File: src/rtl/pcm_out_fifo_pkg.sv
// pcm_out_fifo_pkg: constants and types shared by the PCM output FIFO,
// its lane serializer and the overlap/add stage that feeds the group bus.
// Contents: sample width, lanes per group, lane index type and helpers.
package pcm_out_fifo_pkg;

  // One group on the parallel bus carries four PCM samples, lane 0 in the LSBs.
  localparam int WORD_LENGTH = 16;
  localparam int LANES       = 4;
  localparam int LANE_BITS   = 2;
  localparam int BUS_SIZE    = LANES * WORD_LENGTH;

  typedef logic [LANE_BITS-1:0] lane_t;

  localparam lane_t FIRST_LANE = lane_t'(0);
  localparam lane_t LAST_LANE  = lane_t'(LANES - 1);

  // Lane following `cur`; wraps back to lane 0 after the last lane.
  function automatic lane_t next_lane(input lane_t cur);
    return (cur == LAST_LANE) ? FIRST_LANE : lane_t'(cur + 1'b1);
  endfunction

  // Bit offset of a lane inside a group of `width`-bit samples.
  function automatic int lane_base(input lane_t idx, input int width);
    return int'(idx) * width;
  endfunction

endpackage

File: src/rtl/pcm_lane_serializer.sv
// pcm_lane_serializer: turns one buffered 4-sample group into four
// valid/ready sample transfers, lane 0 first.
// Latency: combinational from group to sampleOut; lane advances per transfer.
// Backpressure: sampleReady=0 holds the lane, so sampleOut stays stable.
// Ports:
//   clock, reset        rising-edge clock, async active-low reset
//   group, groupValid   group at the head of the FIFO and its presence
//   sampleReady         consumer accepts sampleOut this cycle
//   sampleOut/Valid     current sample (0 when no group is present)
//   groupDone           last lane transferred this cycle; pop the group
module pcm_lane_serializer
  import pcm_out_fifo_pkg::*;
#(
  parameter int wordLength = WORD_LENGTH
) (
  input  logic                        clock,
  input  logic                        reset,
  input  logic [LANES*wordLength-1:0] group,
  input  logic                        groupValid,
  input  logic                        sampleReady,
  output logic [wordLength-1:0]       sampleOut,
  output logic                        sampleValid,
  output logic                        groupDone
);

  lane_t lane;
  logic  xfer;

  assign sampleValid = groupValid;
  assign xfer        = groupValid && sampleReady;
  assign groupDone   = xfer && (lane == LAST_LANE);

  always_ff @(posedge clock or negedge reset) begin
    if (!reset) begin
      lane <= FIRST_LANE;
    end else if (xfer) begin
      lane <= next_lane(lane);
    end
  end

  // Output is forced to zero while nothing is buffered so the consumer never
  // sees stale storage contents.
  always_comb begin
    sampleOut = '0;
    if (groupValid) begin
      sampleOut = group[lane_base(lane, wordLength) +: wordLength];
    end
  end

endmodule

File: src/rtl/pcm_out_fifo.sv
// pcm_out_fifo: circular FIFO of 4-sample PCM groups from the overlap/add
// stage, serialized one sample per valid/ready transfer (first-word fall-through).
// Latency: group written at edge k is visible on sampleOut in cycle k+1.
// Backpressure: loads while full are dropped and latch the sticky overflow flag.
// Ports:
//   clock, reset              rising-edge clock, async active-low reset
//   load, dataBus             write strobe and 4-lane group
//   full, empty, level        occupancy in groups, 0..depth
//   overflow, clearOverflow   sticky lost-group flag and its synchronous clear
//   sampleOut/Valid/Ready     serialized PCM output handshake
module pcm_out_fifo
  import pcm_out_fifo_pkg::*;
#(
  parameter int wordLength = WORD_LENGTH,
  parameter int busSize    = LANES * wordLength,
  parameter int depth      = 8,
  parameter int addrWidth  = 3
) (
  input  logic                  clock,
  input  logic                  reset,
  input  logic                  load,
  input  logic [busSize-1:0]    dataBus,
  output logic                  full,
  output logic                  empty,
  output logic [addrWidth:0]    level,
  output logic                  overflow,
  input  logic                  clearOverflow,
  output logic [wordLength-1:0] sampleOut,
  output logic                  sampleValid,
  input  logic                  sampleReady
);

  typedef logic [addrWidth-1:0] ptr_t;
  typedef logic [addrWidth:0]   cnt_t;

  localparam cnt_t DEPTH_CNT = cnt_t'(depth);

  logic [busSize-1:0] mem [depth];

  ptr_t wr_ptr;
  ptr_t rd_ptr;
  cnt_t count;

  logic push;
  logic pop;
  logic reject;

  // Occupancy flags come straight from the group count; full is therefore the
  // pre-edge value, so a pop on the same edge does not rescue a load.
  assign full   = (count == DEPTH_CNT);
  assign empty  = (count == '0);
  assign level  = count;

  assign push   = load && !full;
  assign reject = load && full;

  // Storage is deliberately left out of reset; only pointers and count matter.
  always_ff @(posedge clock) begin
    if (push) begin
      mem[wr_ptr] <= dataBus;
    end
  end

  always_ff @(posedge clock or negedge reset) begin
    if (!reset) begin
      wr_ptr <= '0;
    end else if (push) begin
      wr_ptr <= wr_ptr + 1'b1;  // depth is a power of two: natural wrap
    end
  end

  always_ff @(posedge clock or negedge reset) begin
    if (!reset) begin
      rd_ptr <= '0;
    end else if (pop) begin
      rd_ptr <= rd_ptr + 1'b1;
    end
  end

  always_ff @(posedge clock or negedge reset) begin
    if (!reset) begin
      count <= '0;
    end else begin
      case ({push, pop})
        2'b10:   count <= count + 1'b1;
        2'b01:   count <= count - 1'b1;
        default: count <= count;
      endcase
    end
  end

  // A rejected load on the same edge as a clear wins, so no loss goes unseen.
  always_ff @(posedge clock or negedge reset) begin
    if (!reset) begin
      overflow <= 1'b0;
    end else if (reject) begin
      overflow <= 1'b1;
    end else if (clearOverflow) begin
      overflow <= 1'b0;
    end
  end

  pcm_lane_serializer #(
    .wordLength (wordLength)
  ) u_serializer (
    .clock       (clock),
    .reset       (reset),
    .group       (mem[rd_ptr]),
    .groupValid  (!empty),
    .sampleReady (sampleReady),
    .sampleOut   (sampleOut),
    .sampleValid (sampleValid),
    .groupDone   (pop)
  );

endmodule

File: config.mk
export PLATFORM = sky130hd
export DESIGN_NAME = pcm_out_fifo
export DESIGN_NICKNAME = d
export VERILOG_FILES = /design/src/rtl/pcm_out_fifo_pkg.sv /design/src/rtl/pcm_lane_serializer.sv /design/src/rtl/pcm_out_fifo.sv
export SDC_FILE = /design/constraint.sdc
export NUM_CORES = 1
export LEC_CHECK = 0
export CAP_MARGIN = 15
export CORE_UTILIZATION = 25
export DETAILED_ROUTE_END_ITERATION = 10
export HOLD_SLACK_MARGIN = 0.05
export PLACE_DENSITY = 0.49
export SETUP_SLACK_MARGIN = 0.2
export SLEW_MARGIN = 20
export SYNTH_ARGS = -nofsm -noshare
export SYNTH_HDL_FRONTEND = slang
export SYNTH_SLANG_ARGS = --single-unit
export TNS_END_PERCENT = 100
File: constraint.sdc
create_clock -name clock -period 17.25 [get_ports clock]
set_input_delay 2.5875 -clock clock [delete_from_list [all_inputs] [get_ports clock]]
set_output_delay 2.5875 -clock clock [all_outputs]
set_load 0.1 [all_outputs]
# Word-level counts from Yosys, hierarchy flattened
# Memory sizes are Yosys's and may differ from the RTL's.
# Index checks and enable logic that the tools add are counted.
[totals] ff_bits=13 latch_bits=0 ram_bits=512 rom_bits=0 input_bits=69 out_inout_bits=24 word_cells=32 n_memories=1
[memory_table] memory="mem" depth=8 word_bits=64 read_ports=1 rd_clocked_by_memory_dff=0 write_ports=1 line="pcm_out_fifo.sv:38" rtl="logic [busSize-1:0] mem [depth];"
[classes] addsub=5 multipliers=0 div_mod_pow=0 magnitude_cmp=0 eq_ne=4 shifts=1 muxes=7 bitwise=0 reduce_logical=9
[op_table] op="64-bit by 7-bit variable part select with 16-bit output" n=1
[op_table] op="16-bit 2-to-1 mux" n=1
[op_table] op="4-bit case mux with 2 select lines" n=1
[op_table] op="3-bit by 1-bit adder with 3-bit output (second input constant)" n=2
[op_table] op="4-bit by 1-bit adder with 4-bit output (second input constant)" n=1
[op_table] op="2-bit == test (second input constant)" n=2
[op_table] op="4-bit == test (second input constant)" n=1
[op_table] op="1-bit logical AND" n=4
[op_table] op="4-bit logical NOT" n=1
[op_table] op="1-bit 2-to-1 mux" n=4
[op_table] op="2-bit nonzero test" n=2
[op_table] op="4-bit by 1-bit subtractor with 4-bit output (second input constant)" n=1
[op_table] op="2-bit by 1-bit adder with 2-bit output (second input constant)" n=1
[op_table] op="2-bit by 1-bit == test with 1-bit output (second input constant)" n=1
[op_table] op="1-bit logical NOT" n=2
[op_table] op="2-bit 2-to-1 mux" n=1

# Longest topological paths before layout
# Gate-level depths: netlist of the first run.
[depth] ltp_word=6 mapped_depth=10 ltp_nobuf=10

# Cells and area by module
# A second synthesis of the first run with hierarchy kept.
[hier_totals] hier_cells=868 hier_area_um2=20439.6
[by_module_without_submodules] module="pcm_out_fifo" n_inst=1 cells_each=802 area_per_inst_um2=19817.8 seq_area_each_um2=15650.0
[by_module_without_submodules] module="pcm_lane_serializer" n_inst=1 cells_each=66 area_per_inst_um2=621.8 seq_area_each_um2=50.0

# Worst setup path after synthesis of the first run
# No wires, ideal clock.
[synth_path] path_kind="input port to flip-flop" start="input port load" end="memory mem[0][0] (netlist name) (enable)" setup_time_ns=0.565 t_arrival_ns=7.361 slack_ns=9.324 path_stages=3 path_buffers=0 cell_sequence="nor2b_1 nand2b_1 nor3_1"
[synth_via] elab_chain_cells=3
[synth_lines] element="from (decl)" line="pcm_out_fifo.sv:21" rtl="input logic load,"
[synth_lines] element="1-bit logical AND" line="pcm_out_fifo.sv:54" rtl="assign push = load && !full;"
[synth_lines] element="1-bit 2-to-1 mux" line="pcm_out_fifo.sv:59" rtl="if (push) begin"
[synth_lines] element="1-bit 2-to-1 mux (not written as such)" line="pcm_out_fifo.sv:60" rtl="mem[wr_ptr] <= dataBus;"
[synth_lines] element="to (decl)" line="pcm_out_fifo.sv:38"
# Every way passes these cells.

# Worst setup path after layout of the first run
[layout_path] start="register rd_ptr[0]" end="output port sampleOut[10]"
[layout_via] elab_chain_cells=3
[layout_lines] element="from (decl)" line="pcm_out_fifo.sv:41" rtl="ptr_t rd_ptr;"
[layout_lines] element="from (signal assigned)" line="pcm_out_fifo.sv:76" rtl="rd_ptr <= rd_ptr + 1'b1;"
[layout_lines] element="memory 8 x 64 bit"
[layout_lines] element="64-bit by 7-bit variable part select with 16-bit output" line="pcm_lane_serializer.sv:46" rtl="sampleOut = group[lane_base(lane, wordLength) +: wordLength];"
[layout_lines] element="16-bit 2-to-1 mux" line="pcm_lane_serializer.sv:45" rtl="if (groupValid) begin"
[layout_lines] element="to (decl)" line="pcm_out_fifo.sv:28" rtl="output logic [wordLength-1:0] sampleOut,"
# Every way passes these cells.

==> summary.md, run 1 <==
| Metric | Value |
|---|---|
| Post-Synthesis Net Count | `974` |
| Post-synthesis to final-layout area growth | `19.1%` |
| Worst relative slew slack | `30.2%` |
| R2R depth | `5` |
| Number of I/O pins | `93` |
| Worst-Margin Slew | `1.04 ns` |
| Final setup violation count | `0` |
| Flop and latch count out of synthesis | `525` |
| Worst vdd rail ir drop | `0.146 mV` |
| Post-route antenna net violation count | `0` |
| Via count of the first global-routing pass | `9655` |
| Total placed instance area | `22400 µm²` |
| Tot Pwr | `4.42 mW` |
| Net count, final | `1095` |
| Total wire length | `48600 µm` |
| Vias after detailed routing | `9275` |
| Antenna violations before repair | `9` |
| Final design area excluding fillers | `24100 µm²` |
| HP Class | `reg -> reg` |
| Final instance count without filler cells | `2109` |
| Worst Clk Skew | `0.0313 ns` |
| Number of stages on the worst hold path | `1` |
| Beginning of the worst register-to-register path | `level[0]` |
| Routed wire length per instance | `23.0 µm` |
| Routability Congestion | `0.707` |
| Maximum clock frequency | `123 MHz` |
| Warning count from the yosys run | `0` |
| Post-synth top flop | `edfxtp_1` |
| Library cells used by synthesis | `40` |
| Launch point of the worst path | `rd_ptr[0]` |
| CTS root buffer | `clkbuf_16` |
| Final number of max-transition violations | `0` |
| Port Buffer Count | `92` |
| Fraction of layout cells with a size suffix above 1 | `21.5%` |
| Result of the run | `finished, final reports clean` |
| Ranking of synthesized cells by area | `edfxtp_1 76%, mux4_2 12%, mux2i_1 3.2%` |
| Inserted Clock Buffers | `54` |
| Grt total ovfl | `0` |
| Endpoints failing hold | `0` |
| Mapped Cells | `899` |
| Total global-route track usage | `11.8%` |
| Min cycle time layout | `8.10 ns` |
| Setup repair after global routing missed its margin | `no` |
| TritonCTS clock tree | `yes` |
| Seq/Total Area, Yosys | `77.6%` |
| Clock insertion delay at the later pin of the skew report | `0.61 ns` |
| First-pass GRT wire length | `70400 µm` |
| First drt pass iteration count | `5` |
| Sink Count | `525` |
| Post-detailed-placement half-perimeter wirelength | `27800 µm` |
| Area fraction of the dominant cell type after synthesis | `76.0%` |
| Hold wc startpoint | `level[3]` |
| Avg Synthesized Cell Area | `22.5 µm²` |
| Setup total negative slack | `0 ns` |
| Clock transition at path regs | `0.06 ns` |
| Detailed Route Iter0 Violations | `618` |
| Std cell rows | `103` |
| Post-synthesis async set-or-reset flop share | `2.48%` |
| Type of the worst setup path | `reg -> out` |
| Cell area after synthesis | `20200 µm²` |
| Register-to-register setup slack | `13.99 ns` |
| DIE AREA | `82000 µm²` |
| Post-cts repair resize count | `0` |
| CTS H-tree lvls | `2` |
| DRC Markers | `0` |
| Number of hold buffers added after cts | `0` |
| Hold WS | `0.519 ns` |
| Arrival time worst endpoint | `5.52 ns` |
| Total instance count after detailed placement | `2014` |
| Crit end category | `output port` |
| Startpoint kind of the worst setup timing path | `register` |
| Area leader, netlist | `edfxtp_1` |
| Max-Cap Viols | `0` |
| Capture instance of the worst register-to-register path | `mem[4][46]` |
| Die extent in y | `286 µm` |
| Largest net degree at the start of global routing | `63` |
| Final clock period utilization by the worst path | `47.0%` |
| Maximum clock insertion buffer count | `3` |
| Core Region | `79500 µm²` |
| Die W | `286 µm` |
| Data required time of the worst path | `14.66 ns` |
| Top cell types by occurrence after synthesis | `512 x edfxtp_1, 112 x mux4_2, 64 x mux2i_1` |
| Number of vias per cell after detailed routing | `4.40` |
| Leak pwr | `7.57 nW` |
| Number of enable-type register cells in the synthesized netlist | `512` |
| Cell with the most instances after synthesis | `edfxtp_1` |
| Highest fanout seen on the critical path | `41` |
| Power per unit of standard cell area | `184 nW/µm²` |
| Setup Fix Bufs, Post-CTS | `0` |
| End of the worst hold path | `level[3]` |
| Starting density of the core | `25.4%` |
==> sequential cells by signal, indices dropped and copies added, names as in the netlist <==
name,flops
level,4
mem,512
u_serializer.lane,2
rd_ptr,3
overflow,1
wr_ptr,3
==> metal layers <==
metal  track usage, %  wire length, µm
met5                0               47
met4             3.16              871
met3             2.27             2270
met2             19.2            23700
met1             16.1            21700
==> worst max-delay path, cell delays in order (launching register included) <==
cell	delay [ns]
dfrtp_4	1.01
buf_4	0.77
buf_4	0.76
mux4_2	0.35
mux2i_1	0.06
a221o_1	0.32
a31oi_1	0.35
clkdlybuf4s50_1	1.21
==> placed cells by master (no fill, tap or decap), drive strengths merged, types with 14 or more instances in the layout <==
master and n:
a221oi 14, clkinv 26, a221o 16, buf 22, clkdlybuf4s50 92, nand2 15, edfxtp 512, mux4 112
o21ai 15, a22oi 16, a31oi 16, clkbuf 59, mux2i 64
==> stage by stage <==
stage | setup WS (ns) | util, %
finish | 9.15 | 30.3
global route | 8.69 | 30.3
CTS | 8.86 | 30.3
detailed placement | 9.51 | 28.1
global placement | 9.51 | 28.1
floorplan | 9.32 | -
==> report_power, final <==
group	total [mW]	switching, mW	internal (mW)
Sequential	1.70	0.102	1.60
Combinational	1.59	1.05	0.544
Clock	1.13	0.475	0.659
Total	4.42	1.62	2.80
==> cell type report <==
class,count,area (µm²)
Fill cell,7634,55400
Sequential cell,525,15700
Multi-Input combinational cell,321,4260
Clock buffer,59,1370
Tap cell,1050,1310
Timing Repair Buffer,114,1090
Clock inverter,35,333
Inverter,4,15.0
Antenna cell,1,2.50
==> how the worst max path moves through the flow <==
stage	to	slack, ns	cells after the start
final	sampleOut[10]	9.15	7
after global routing	sampleOut[10]	8.69	7
after CTS	sampleOut[10]	8.86	7
after detailed placement	sampleOut[10]	9.51	7
after global placement	sampleOut[10]	9.51	7
after floorplan	mem[0][0]	9.32	3
==> kinds of logic after synthesis <==
group,Yosys count,synth area share [%]
xor+xnor,8,0.346
buf+inv,53,1.63
fa+ha+maj,6,0.371
compound gates,84,3.11
mux,179,15.8
flops,525,77.6
simple gates,44,1.11
(Power assumes the default switching activity.)
==> run 2, diff against run 1 <==
- clock period: 17.25 -> 7.7 ns (I/O delays scaled with it)
==> run 2 against run 1 <==
  * Die area did not move
  * Sequential share of layout area barely moved
  * Critical path depth fell by 1
  * First-iteration DRC count rose by 2.4%
  * Global-route usage rose by 0.23 points
  * Setup slack got worse by 7.1 ns
  * Clock power rose by 120%
  * Critical endpoint is now sampleOut[8]
  * Largest cell class unchanged
==> summary.md, run 2 (synthesis gave the netlist of run 1 again) <==
| Metric | Value |
|---|---|
| Post-synthesis to final-layout area growth | `19.1% (about the same)` |
| Starting density of the core | `25.4% (unchanged)` |
| HP Class | `reg -> reg` |
| Max reg flops | `512 (unchanged)` |
| Leak pwr | `7.56 nW (-0.25%)` |
| Number of fill cells in the layout | `7627 (-0.092%)` |
| Clock insertion delay at the later pin of the skew report | `0.59 ns (-0.02 ns)` |
| Beginning of the worst register-to-register path | `level[0]` |
| Top library cells by usage in the layout, fill and taps aside | `512 x edfxtp_1, 112 x mux4_2, 92 x clkdlybuf4s50_1` |
| Final setup violation count | `0 (unchanged)` |
| Worst vdd rail ir drop | `0.278 mV (+90%)` |
| Data required time of the worst path | `6.55 ns (-8.11 ns)` |
| Crit end category | `output port` |
| Final clock period utilization by the worst path | `73.2%` |
| Antenna violations before repair | `10 (+1)` |
| R2R depth | `5 (unchanged)` |
| Number of stages on the worst hold path | `2 (+1)` |
| Endpoints failing hold | `0 (unchanged)` |
| Number of vias per cell after detailed routing | `4.42 (+0.58%)` |
| Worst-Margin Slew | `1.08 ns (+0.0378 ns)` |
| DRC Markers | `0 (unchanged)` |
| TritonCTS clock tree | `yes` |
| Hold WS | `0.524 ns (+0.00468 ns)` |
| Capture instance of the worst register-to-register path | `mem[2][30]` |
| Maximum clock insertion buffer count | `3 (unchanged)` |
| Setup total negative slack | `0 ns (unchanged)` |
| Grt total ovfl | `0 (unchanged)` |
| Hold wc startpoint | `wr_ptr[0]` |
| Post-route antenna net violation count | `0 (unchanged)` |
| Min cycle time layout | `5.63 ns` |
| Maximum clock frequency | `178 MHz` |
| First-pass GRT wire length | `71500 µm (+1.6%)` |
| Core Region | `79500 µm² (unchanged)` |
| Die W | `286 µm (unchanged)` |
| End of the worst hold path | `wr_ptr[0]` |
| Number of I/O pins | `93 (unchanged)` |
| Register-to-register setup slack | `4.33 ns (-9.66 ns)` |
| Final number of max-transition violations | `0 (unchanged)` |
| Diode insertion count for antenna repair | `0 (-1)` |
| Setup repair after global routing missed its margin | `no` |
| Routed wire length per instance | `23.3 µm (+1.4%)` |
| CTS root buffer | `clkbuf_16` |
| Total wire length | `49400 µm (+1.7%)` |
| Worst slack at placement | `2.58 ns (-6.92 ns)` |
| Smallest setup slack after layout | `2.07 ns (-7.08 ns)` |
| Clock transition at path regs | `0.06 ns (about the same)` |
| First drt pass iteration count | `5 (unchanged)` |
| Inserted Clock Buffers | `54 (unchanged)` |
| Startpoint kind of the worst setup timing path | `register` |
| Fraction of layout cells with a size suffix above 1 | `21.0% (-0.42 points)` |
| Vias after detailed routing | `9355 (+0.86%)` |
| Via count of the first global-routing pass | `9822 (+1.7%)` |
| Post-detailed-placement half-perimeter wirelength | `28700 µm (+3.2%)` |
| CTS H-tree lvls | `2 (unchanged)` |
| Largest net degree at the start of global routing | `53 (-16%)` |
| Max-Cap Viols | `0 (unchanged)` |
| Arrival time worst endpoint | `4.48 ns (-1.04 ns)` |
| Number of hold buffers added after cts | `0 (unchanged)` |
| Port Buffer Count | `92 (unchanged)` |
| Most common cell after layout, fill and taps aside | `edfxtp_1` |
| Sink Count | `525 (unchanged)` |
| Worst Clk Skew | `0.0156 ns (-0.0157 ns)` |
| Reg with most FFs | `mem` |
| Detailed Route Iter0 Violations | `633 (+2.4%)` |
| Total global-route track usage | `12.0% (+0.23 points)` |
| Routability Congestion | `0.706 (about the same)` |
| Setup Fix Bufs, Post-CTS | `0 (unchanged)` |
| DIE AREA | `82000 µm² (unchanged)` |
| Type of the worst setup path | `reg -> out` |
| Result of the run | `finished, final reports clean` |
| Net count, final | `1096 (+0.091%)` |
| Die extent in y | `286 µm (unchanged)` |
| Power per unit of standard cell area | `411 nW/µm² (+120%)` |
| Post-cts repair resize count | `0 (unchanged)` |
| Std cell rows | `103 (unchanged)` |
| Highest fanout seen on the critical path | `44 (+7.3%)` |
| Worst relative slew slack | `27.7% (-2.4 points)` |
-- run 2: changes by cell type in the layout (fill, tap and decap cells not counted), sizes merged --
| cell | before | now |
|---|---|---|
| clkbuf | 59 | 71 |
| bufinv | 6 | 2 |
| clkinv | 26 | 24 |
| clkinvlp | 1 | 3 |
| inv | 6 | 4 |
| buf | 22 | 23 |
| diode | 1 | 0 |
-- run 2: metal layers --
metal	up-vias	part of all wire, %	GRT usage, %	routed length, µm
met4	10	2.0	2.94	969
li1	4073	-	-	-
met2	194	48	19.6	23800
met1	5007	45	16.4	22300
met5	-	0.099	0	49
met3	71	4.6	2.51	2260
-- run 2: worst max-delay path by stage --
| stage | startpoint | endpoint | depth (start not counted) |
|---|---|---|---|
| 3_5_place_dp | rd_ptr[0] | sampleOut[6] | 5 |
| 3_3_place_gp | rd_ptr[0] | sampleOut[6] | 5 |
| 5_1_grt | rd_ptr[0] | sampleOut[12] | 6 |
| 6_report | rd_ptr[1] | sampleOut[8] | 6 |
| 4_1_cts | rd_ptr[0] | sampleOut[6] | 5 |
| 2_1_floorplan | level[0] | mem[0][0] | 4 |
-- run 2: power by group --
part	switching, mW	internal [mW]	total [mW]
logic	2.39	1.23	3.63
registers	0.213	3.58	3.79
clock network	1.06	1.41	2.47
total	3.66	6.22	9.89
-- run 2: through the flow --
stage / instances / power (mW) / util [%] / cell area (µm²)
final: 2115 / 9.89 / 30.3 / 24100
after global routing: 2115 / 10.3 / 30.3 / 24100
after CTS: 2115 / 10.0 / 30.3 / 24100
after detailed placement: 2015 / 7.57 / 28.2 / 22400
after global placement: 2015 / 7.55 / 28.2 / 22400
after floorplan: 899 / 6.45 / - / 20200
-- run 2: critical path, cell delays in order, from the launching register on --
cell and delay [ns]:
dfrtp_4 0.93, buf_4 0.55, mux2i_1 0.15, a221oi_1 0.33, o21ai_0 0.18, a31oi_1 0.51, clkdlybuf4s50_1 1.23
-- run 2: area by class of cell --
cell class | instances | area [µm²] | share of cell area (%)
flip-flops and latches | 525 | 15700 | 65.2
multi-input cells | 321 | 4260 | 17.7
clock buffers | 71 | 1480 | 6.14
well taps | 1050 | 1310 | 5.46
repair buffers | 115 | 1120 | 4.64
clock inverters | 29 | 190 | 0.790
inverters | 4 | 15.0 | 0.0623
==> run 3, diff against run 2 <==
- PLACE_DENSITY: 0.49 -> 0.5
- clock period: 7.7 -> 4.75 ns (I/O delays scaled with it)
==> run 3 against run 2 <==
  * Sequential cell count unchanged
  * Core utilization is 0.48 points higher
  * Wire length rose by 0.23%
  * Setup slack got worse by 1.5 ns
  * Clock-buffer cell count down 3
  * Clock power is 68% higher
  * Die area did not move
  * Highest routed layer unchanged
  * Final area rose by 1.6%
  * Global-route usage is essentially flat
  * Combinational power grew 69%
  * First-iteration DRC count increased by 30%
  * Critical path depth unchanged
==> summary.md, run 3 (synthesis gave the netlist of run 1 again) <==
| Metric | Value |
|---|---|
| Post-synthesis to final-layout area growth | `21.0%` |
| Clock transition at path regs | `0.06 ns (about the same)` |
| Number of hold buffers added after cts | `0 (unchanged)` |
| Final clock period utilization by the worst path | `87.2%` |
| Total global-route track usage | `12.1% (+0.012 points)` |
| Core Region | `79500 µm² (unchanged)` |
| Endpoints failing hold | `0 (unchanged)` |
| CTS root buffer | `clkbuf_16` |
| First drt pass iteration count | `4 (-1)` |
| Hold WS | `0.516 ns (-0.00777 ns)` |
| CTS H-tree lvls | `2 (unchanged)` |
| Worst Clk Skew | `0.0125 ns (-0.00310 ns)` |
| Fraction of layout cells with a size suffix above 1 | `24.4% (+3.4 points)` |
| Crit end category | `output port` |
| Max-Cap Viols | `0 (unchanged)` |
| Final number of max-transition violations | `0 (unchanged)` |
| Post-cts repair resize count | `0 (unchanged)` |
| Die extent in y | `286 µm (unchanged)` |
| Std cell rows | `103 (unchanged)` |
| Starting density of the core | `25.4% (unchanged)` |
| Setup Fix Bufs, Post-CTS | `0 (unchanged)` |
| Number of fill cells in the layout | `7572 (-0.72%)` |
| Highest fanout seen on the critical path | `21 (-52%)` |
| Final setup violation count | `0 (unchanged)` |
| Largest net degree at the start of global routing | `65 (+23%)` |
| Result of the run | `finished, final reports clean` |
| Port Buffer Count | `92 (unchanged)` |
| Min cycle time layout | `4.14 ns` |
| Worst slack at placement | `1.12 ns (-1.47 ns)` |
| Via count of the first global-routing pass | `9758 (-0.65%)` |
| Top library cells by usage in the layout, fill and taps aside | `512 x edfxtp_1, 112 x mux4_2, 75 x clkdlybuf4s50_1` |
| Smallest setup slack after layout | `0.608 ns (-1.46 ns)` |
| Startpoint kind of the worst setup timing path | `register` |
| Total wire length | `49500 µm (+0.23%)` |
| Die W | `286 µm (unchanged)` |
| Type of the worst setup path | `reg -> out` |
| Net count, final | `1111 (+1.4%)` |
| Maximum clock insertion buffer count | `3 (unchanged)` |
| Reg with most FFs | `mem` |
| Number of vias per cell after detailed routing | `4.48 (+1.2%)` |
| DRC Markers | `0 (unchanged)` |
| Arrival time worst endpoint | `3.43 ns (-1.05 ns)` |
| Number of I/O pins | `93 (unchanged)` |
| Setup repair after global routing missed its margin | `no` |
| Leak pwr | `7.73 nW (+2.3%)` |
| Antenna violations before repair | `8 (-2)` |
| Clock insertion delay at the later pin of the skew report | `0.59 ns (about the same)` |
| Worst vdd rail ir drop | `0.899 mV (+220%)` |
| Inserted Clock Buffers | `55 (+1.9%)` |
| Worst relative slew slack | `29.1% (+1.4 points)` |
| TritonCTS clock tree | `yes` |
| Maximum clock frequency | `241 MHz` |
| Grt total ovfl | `0 (unchanged)` |
| Most common cell after layout, fill and taps aside | `edfxtp_1` |
| Register-to-register setup slack | `1.96 ns (-2.37 ns)` |
| Critical-path cell list | `inv_2 -> buf_4 -> mux2i_1 -> a221o_1 -> a31oi_1 -> buf_4` |
| Slowest cell on crit path | `inv_2` |
| Max reg flops | `512 (unchanged)` |
| HP Class | `reg -> reg` |
| Routed wire length per instance | `23.2 µm (-0.43%)` |
| Vias after detailed routing | `9529 (+1.9%)` |
| DIE AREA | `82000 µm² (unchanged)` |
| Post-route antenna net violation count | `0 (unchanged)` |
| Post-detailed-placement half-perimeter wirelength | `29400 µm (+2.7%)` |
| Routability Congestion | `0.712 (+0.86%)` |
| Power per unit of standard cell area | `671 nW/µm² (+63%)` |
| Crit-path max cell delay | `0.63 ns (-0.60 ns)` |
| Sink Count | `525 (unchanged)` |
| First-pass GRT wire length | `71500 µm (about the same)` |
| Worst-Margin Slew | `1.06 ns (-0.0181 ns)` |
| Detailed Route Iter0 Violations | `821 (+30%)` |
| Data required time of the worst path | `4.04 ns (-2.51 ns)` |
| Library cell appearing most often on the critical path | `buf_4` |
run 3: routing by layer:
| layer | up-vias | wire length, µm | global-route usage (%) |
|---|---|---|---|
| li1 | 4113 | - | - |
| met5 | - | 34 | 0 |
| met1 | 5143 | 23000 | 16.9 |
| met2 | 203 | 23200 | 18.9 |
| met4 | 6 | 1070 | 3.53 |
| met3 | 64 | 2180 | 2.37 |
run 3: path summary, 6_finish.rpt:
| kind | startpoint | endpoint | cells after the start |
|---|---|---|---|
| worst max-delay path | rd_ptr[2] | sampleOut[2] | 6 |
| worst min-delay path | level[3] | level[3] | 1 |
| worst max register to register | u_serializer.lane[1] | level[2] | 10 |
| worst min register to register | level[3] | level[3] | 1 |
| max in group asynchronous | reset | rd_ptr[0] | 1 |
| min in group asynchronous | reset | level[3] | 1 |
run 3: per-stage QoR:
step | instance area [µm²] | power [mW] | util, % | cells | setup TNS, ns
floorplan | 20300 | 10.5 | - | 899 | -222.65
global placement | 22700 | 12.5 | 28.6 | 2028 | 0
detailed placement | 22700 | 12.5 | 28.6 | 2029 | 0
CTS | 24500 | 16.7 | 30.8 | 2126 | 0
global route | 24500 | 17.1 | 30.8 | 2128 | 0
finish | 24500 | 16.4 | 30.8 | 2129 | 0
run 3: layout make-up:
cell class,instances,area (µm²),share of cell area [%]
clock buffer,68,1430,5.83
timing repair buffer,129,1360,5.57
inverter,4,15.0,0.0614
multi-input combinational,321,4330,17.7
tap,1050,1310,5.37
antenna,3,7.51,0.0307
sequential,525,15700,64.2
clock inverter,29,304,1.24
run 3: power breakdown:
group	total [mW]	internal (mW)	switching, mW
combinational	6.15	2.11	4.04
sequential	6.11	5.79	0.320
clock	4.14	2.44	1.70
run 3: worst max-delay path, delay by kind of cell (launching register included):
kind	cells	cell delay [ns]
AOI/OAI and AO/OA	2	0.74
DFF	1	0.52
muxes	1	0.15
buffers and inverters	3	1.39
